File: src/rtl/ucsbece154b_defines.vh
// Shared encodings for the ucsbece154b pipeline.
`ifndef UCSBECE154B_DEFINES_VH
`define UCSBECE154B_DEFINES_VH

`define UCSBECE154B_NOP 32'h00000013

`endif

File: src/rtl/ucsbece154b_fetch_queue_pkg.sv
// Types and helpers shared by the fetch queue.
`include "ucsbece154b_defines.vh"

package ucsbece154b_fetch_queue_pkg;

   localparam logic [31:0] NOP_INSTR = `UCSBECE154B_NOP;

   typedef enum logic [1:0] {
      ENQ_NONE    = 2'b00,
      ENQ_ONE     = 2'b01,
      ENQ_ILLEGAL = 2'b10,
      ENQ_TWO     = 2'b11
   } enq_mode_e;

   // Decode never consumes more than two entries per cycle.
   function automatic logic [1:0] clamp_take(input logic [1:0] take);
      return (take == 2'd3) ? 2'd2 : take;
   endfunction

endpackage

File: src/rtl/ucsbece154b_fetch_queue.sv
// Dual-entry fetch queue between fetch and decode: circular buffer,
// first-word-fall-through outputs, flush discards everything.
module ucsbece154b_fetch_queue
   import ucsbece154b_fetch_queue_pkg::*;
#(
   parameter int DEPTH = 8
) (
   input  logic                      clk,
   input  logic                      reset,
   input  logic                      flush_i,
   input  logic [1:0]                enq_valid_i,
   input  logic [31:0]               enq_instr0_i,
   input  logic [31:0]               enq_instr1_i,
   input  logic [31:0]               enq_pc0_i,
   input  logic [31:0]               enq_pc1_i,
   output logic                      enq_ready_o,
   input  logic [1:0]                deq_take_i,
   output logic                      deq_valid0_o,
   output logic                      deq_valid1_o,
   output logic [31:0]               deq_instr0_o,
   output logic [31:0]               deq_instr1_o,
   output logic [31:0]               deq_pc0_o,
   output logic [31:0]               deq_pc1_o,
   output logic [$clog2(DEPTH):0]    count_o
);

   localparam int AW = $clog2(DEPTH);
   localparam int CW = AW + 1;

   logic [31:0]   instr_q [DEPTH];
   logic [31:0]   pc_q    [DEPTH];
   logic [AW-1:0] head, tail, head_p1, tail_p1;
   logic [CW-1:0] count;
   logic [1:0]    enq_num, take_sat, take_eff;
   enq_mode_e     mode;

   assign head_p1     = head + AW'(1);
   assign tail_p1     = tail + AW'(1);
   assign mode        = enq_mode_e'(enq_valid_i);
   // Only the registered count decides readiness, so two free slots are
   // guaranteed and an enqueue can never land on an entry being read.
   assign enq_ready_o = (count <= CW'(DEPTH - 2));

   always_comb begin
      enq_num  = 2'd0;
      take_sat = clamp_take(deq_take_i);
      take_eff = take_sat;
      if (enq_ready_o && !flush_i) begin
         case (mode)
            ENQ_ONE: enq_num = 2'd1;
            ENQ_TWO: enq_num = 2'd2;
            default: enq_num = 2'd0;
         endcase
      end
      if (CW'(take_sat) > count) take_eff = count[1:0];
   end

   always_ff @(posedge clk or negedge reset) begin
      if (!reset) begin
         head  <= '0;
         tail  <= '0;
         count <= '0;
      end else if (flush_i) begin
         head  <= '0;
         tail  <= '0;
         count <= '0;
      end else begin
         head  <= head + AW'(take_eff);
         tail  <= tail + AW'(enq_num);
         count <= count + CW'(enq_num) - CW'(take_eff);
      end
   end

   always_ff @(posedge clk) begin
      if (enq_num != 2'd0) begin
         instr_q[tail] <= enq_instr0_i;
         pc_q[tail]    <= enq_pc0_i;
      end
      if (enq_num == 2'd2) begin
         instr_q[tail_p1] <= enq_instr1_i;
         pc_q[tail_p1]    <= enq_pc1_i;
      end
   end

   assign deq_valid0_o = (count != '0);
   assign deq_valid1_o = (count >= CW'(2));
   assign deq_instr0_o = deq_valid0_o ? instr_q[head]    : NOP_INSTR;
   assign deq_instr1_o = deq_valid1_o ? instr_q[head_p1] : NOP_INSTR;
   assign deq_pc0_o    = deq_valid0_o ? pc_q[head]       : 32'h0;
   assign deq_pc1_o    = deq_valid1_o ? pc_q[head_p1]    : 32'h0;
   assign count_o      = count;

endmodule

File: config.mk
export PLATFORM = sky130hd
export DESIGN_NAME = ucsbece154b_fetch_queue
export DESIGN_NICKNAME = d
export VERILOG_FILES = /design/src/rtl/ucsbece154b_fetch_queue_pkg.sv /design/src/rtl/ucsbece154b_fetch_queue.sv
export VERILOG_INCLUDE_DIRS = /design/src /design/src/rtl
export SDC_FILE = /design/constraint.sdc
export NUM_CORES = 1
export LEC_CHECK = 0
export CAP_MARGIN = 5
export CORE_MARGIN = 1
export CORE_UTILIZATION = 35
export CTS_CLUSTER_SIZE = 10
export DETAILED_ROUTE_END_ITERATION = 8
export PLACE_DENSITY = 0.55
export SLEW_MARGIN = 15
export SYNTH_ARGS = -nofsm -noshare
export SYNTH_HDL_FRONTEND = slang
export SYNTH_SLANG_ARGS = --single-unit
File: constraint.sdc
create_clock -name clk -period 6.4 [get_ports clk]
set_input_delay 1.92 -clock clk [delete_from_list [all_inputs] [get_ports clk]]
set_output_delay 1.92 -clock clk [all_outputs]
set_load 0.01 [all_outputs]
# == Word level (Yosys, flattened, before mapping) ==
# Memory sizes are Yosys's and may differ from the RTL's.
# Cells that the tools add are included.
# word_totals
regBits,10
memories,2
out_inout_bits,135
ram_bits,512
word_cells,37
# mem_list
name,words,width,rd,rd_clocked_by_memory_dff,wr,line_no,rtl
instr_q,8,32,2,0,2,ucsbece154b_fetch_queue.sv:30,logic [31:0] instr_q [DEPTH];
pc_q,8,32,2,0,2,ucsbece154b_fetch_queue.sv:31,logic [31:0] pc_q [DEPTH];
# classes
mux,15
magnitude_cmp,3
eq_ne,4
addsub,6
reduce_logical,4
# op_table
op,count
32-bit 2-to-1 mux,4
3-bit by 1-bit adder with 3-bit output (second input constant),2
3-bit by 2-bit adder with 3-bit output,2
2-bit == test (second input constant),3
2-bit 2-to-1 mux,3
3-bit 2-to-1 mux,2
4-bit by 2-bit adder with 4-bit output,1
4-bit by 2-bit >= comparator with 1-bit output (second input constant),1
2-bit by 4-bit > comparator with 1-bit output,1
4-bit by 3-bit <= comparator with 1-bit output (second input constant),1
1-bit 2-to-1 mux,4
4-bit 2-to-1 mux,1
2-bit case mux with 2 select lines,1
4-bit nonzero test,1
4-bit by 2-bit subtractor with 4-bit output,1
2-bit by 1-bit == test with 1-bit output (second input constant),1
2-bit nonzero test,1
1-bit logical AND,1
1-bit zero test,1

# == Depth between registers and ports, before layout ==
# Gate-level depths: netlist of the first run.
# logic_depth
depth_word,6
ltp_mapped,14

# == Least setup slack after synthesis of the first run ==
# OpenSTA, ideal clock, no wires.
# synth_timing
kind,input to register
startpoint,input enq_valid_i[1]
endpoint,"memory instr_q[1][0], enable pin"
n_path_buf,0
slack_ns,0.407
t_required_ns,5.907
arrival_time_ns,5.500
cell_stages,4
cell_sequence,or3b_2 a2bb2oi_1 o22ai_1 nor2b_1
# synth_rtl
item,line_no,rtl
"start, declared",ucsbece154b_fetch_queue.sv:11,"input logic [1:0] enq_valid_i,"
"end, declared",ucsbece154b_fetch_queue.sv:30,

# == Final worst setup path of the first run ==
# layout_timing
startpoint,register head[1]
endpoint,output deq_instr1_o[20]
# layout_between
elab_chain_len,3
# layout_lines
item,line_no,rtl
"start, declared",ucsbece154b_fetch_queue.sv:32,"logic [AW-1:0] head, tail, head_p1, tail_p1;"
"start signal, assigned",ucsbece154b_fetch_queue.sv:68,head <= head + AW'(take_eff);
3-bit by 1-bit adder with 3-bit output,ucsbece154b_fetch_queue.sv:37,assign head_p1 = head + AW'(1);
memory 8 x 32 bit,--,
32-bit 2-to-1 mux,ucsbece154b_fetch_queue.sv:88,assign deq_instr1_o = deq_valid1_o ? instr_q[head_p1] : NOP_INSTR;
"end, declared",ucsbece154b_fetch_queue.sv:21,"output logic [31:0] deq_instr1_o,"
# No other way between the ends.

==> qor.yml, run 1 <==
placement:
  gp_congestion: 0.780
  dp_hpwl_um: 61700
  numPortBuffers: 269
  placedInstanceArea_mm2: 0.0354
  place_ws_ps: 452
  dp.cells: 3553
synthesis:
  synth_edf_count: 512
  synthCells: 2224
  synthDistinctLibCells: 44
  async_flop_share: 0.0192
  synth_nets: 2376
  synth_seq_cells: 522
  ys_seq_area_frac: 0.503
  synthFlopType: "edfxtp_1"
  syn_avg_cell_area_um2: 14.0
  yosys_warnings: 0
  syn_area_mm2: 0.0311
floorplanning:
  start_util: 0.356
  io_pins: 270
  rows: 108
  dieArea_mm2: 0.0899
  core_area_mm2: 0.0873
  die_h_um: 300
  fp.dieW_um: 300
drt:
  drc: 0
  routed-via-count: 21100
  drt_wl_total_um: 105000
  wl_per_cell_um: 28.7
  via_per_inst: 5.76
  dr.pass1.iters: 5
  drt-initial-drc-count: 1241
  ant_nets: 0
layout:
  drive_gt1_frac: 0.325
  seq_area_mm2: 0.0156
  final_common_cell: "mux2_2"
  num-nets-final: 2619
  fin_cells: 3672
  fillers: 8062
  multi_input_area_mm2: 0.0146
  mostFrequentLayoutCells: "606 x mux2_2, 512 x edfxtp_1, 321 x mux2i_1, 269 x clkdlybuf4s50_1, 122 x a22oi_1"
  final_cell_area_mm2: 0.0374
  syn_to_final_growth_pct: 20.3
clock_tree:
  cts-root-buf: "clkbuf_16"
  cts_tree: "yes"
  clock_sinks: 522
  clock_path_buffers: 3
  cts_hold_buf: 0
  cts_max_level: 3
  cts_inserted_buffers: 67
  path_clk_slew_ps: 60
  clk_latency_ps: 610
hold_path:
  holdPathEnd: "head[2]"
  min_path_type: "register to register"
  min_from: "head[2]"
  hold_depth: 2
sta:
  max_freq_mhz: 162
  setup_viol: 0
  fin_ws_ps: 224
  slew_violations: 0
  fin_crit_sh: 0.965
  holdWs_ps: 768
  rsz0062_at_grt: "false"
  fin_setup_tns_ps: 0
  hold_viol_final: 0
  slew_headroom: 0.212
  fin_crit_ps: 6180
  skew_ps: 22.4
  worstMarginPinSlew_ps: 1180
global_routing:
  antenna_found_initial: 18
  grtUsageTotal: 0.229
  grt_max_degree: 145
  grt_first_pass_wirelength_um: 152000
  gr-total-overflow: 0
  grt_pass1_vias: 22400
power:
  leakage_nw: 12.5
  pwr_density_cell_mw_per_mm2: 416
  vdd_drop_max_mv: 0.299
worst_setup_path:
  crit_required_ps: 4480
  critPathLaunchType: "register"
  cpPeakStageDelay_ps: 540
  crit_arrival_ps: 4260
  crit_chain: "ha_4 -> xnor2_2 -> or2_2 -> buf_4 -> buf_4 -> o22ai_1 -> a2111oi_2 -> buf_4 -> clkdlybuf4s50_1"
  r2r_cells: 13
  r2r_end: "count_o[3]"
  crit_top_cell: "buf_4"
  critPathMaxFanout: 16
  critPathCaptureType: "primary output"
  worst-r2r-setup-slack_ps: 2850
  slowest_stage: "a2111oi_2"
  crit_type: "register to primary output"
  worstReg2RegStart: "count_o[3]"
flow_run:
  maxCapViolCount: 0
run_status:
  status: "finished, final reports clean"
## final cells by class
cell class,count,area share
inverters,10,0.00100
multi-input cells,1502,0.392
flip-flops and latches,522,0.418
clock buffers,95,0.0494
diodes,6,0.000402
well taps,1155,0.0387
repair buffers,364,0.0968
clock inverters,18,0.00392
## logic make-up (layout without fill, tap and decap cells)
kind of cell / count (synthesis) / count (layout) / share of synthesized area
AOI/OAI and AO/OA: 332 / 332 / 0.0807
xor gates and xnor gates: 6 / 6 / 0.00193
adders and majority gates: 17 / 17 / 0.00782
buffers and inverters: 200 / 487 / 0.0315
DFF: 522 / 522 / 0.503
muxes: 962 / 962 / 0.338
other: 0 / 6 / 0
and+or+nand+nor: 185 / 185 / 0.0364
## critical path, delay by kind of cell, from the launching register on
family	cells	cell delay, ps
buffers and inverters	4	1450
AOI/OAI and AO/OA	2	660
DFF	1	500
and+or+nand+nor	1	480
xor gates and xnor gates	1	390
adders and majority gates	1	170
## layer usage
layer	vias up	GRT usage	part of all wire
met2	613	0.401	0.50
met4	26	0.0706	0.025
met3	186	0.0426	0.054
met5	-	0	0.0015
met1	10900	0.285	0.42
li1	9437	-	-
## power by group
| group | leakage [nW] | switching, mW | internal [mW] |
|---|---|---|---|
| Combinational | 6.74 | 4.38 | 3.70 |
| Clock | 0.955 | 1.46 | 2.04 |
| Sequential | 4.76 | 0.0773 | 3.91 |
## worst max-delay path by stage
stage | start | to | cells after the start
6_report | head[1] | deq_instr1_o[20] | 9
2_1_floorplan | enq_valid_i[1] | instr_q[1][0] | 4
3_3_place_gp | head[1] | deq_instr1_o[20] | 9
3_5_place_dp | head[1] | deq_instr1_o[20] | 9
4_1_cts | head[1] | deq_instr1_o[20] | 9
5_1_grt | head[1] | deq_instr0_o[15] | 6
## through the flow
stage	utilization	power, mW
6_report	0.428	15.6
5_1_grt	0.428	16.2
4_1_cts	0.428	15.7
3_5_place_dp	0.405	12.1
3_3_place_gp	0.405	12.1
2_1_floorplan	-	8.21
## flip-flops by register name (all words and copies together) (netlist names)
signal   count
instr_q    256
pc_q       256
count_o      4
head         3
tail         3
## timing repair
action	in CTS	in global routing
setup buffers	0	0
endpoints found under the setup margin	1	1
resized for setup	1	1
## Yosys cell counts (2+ instances only)
cell type / n / area share
ha_1: 13 / 0.0052
o22ai_1: 62 / 0.012
a2111oi_0: 55 / 0.016
a211oi_1: 61 / 0.015
nor2_1: 16 / 0.0019
nand2_1: 8 / 0.00097
nand2b_1: 4 / 0.00081
buf_6: 18 / 0.0065
a2111oi_1: 6 / 0.0019
mux2_2: 606 / 0.22
a2bb2oi_1: 6 / 0.0017
fa_1: 4 / 0.0026
nand3b_1: 3 / 0.00073
xnor2_1: 5 / 0.0014
mux2_1: 28 / 0.010
buf_1: 13 / 0.0016
nor3_1: 2 / 0.00032
inv_1: 10 / 0.0012
a22oi_1: 122 / 0.029
o21ai_0: 5 / 0.00081
clkbuf_1: 86 / 0.010
nand3_2: 8 / 0.0026
mux4_2: 6 / 0.0044
and2_1: 3 / 0.00060
buf_2: 71 / 0.011
clkbuf_2: 2 / 0.00032
edfxtp_1: 512 / 0.50
dfrtp_1: 10 / 0.0081
a22o_1: 6 / 0.0017
nor2b_1: 73 / 0.015
o22a_1: 5 / 0.0014
and3_1: 62 / 0.012
nand3_1: 2 / 0.00032
mux2i_1: 321 / 0.10
No activity file was read; power rests on OpenSTA's default activity.
==> run 2: changes to the inputs <==
--- a/config.mk
+++ b/config.mk
@@ -12,6 +12,7 @@
 export CTS_CLUSTER_SIZE = 10
 export DETAILED_ROUTE_END_ITERATION = 8
 export PLACE_DENSITY = 0.55
+export SKIP_LAST_GASP = 1
 export SLEW_MARGIN = 15
 export SYNTH_ARGS = -nofsm -noshare
 export SYNTH_HDL_FRONTEND = slang
==> results of run 2 <==
No change in the layout: final DEF, timing and power equal those of run 1.
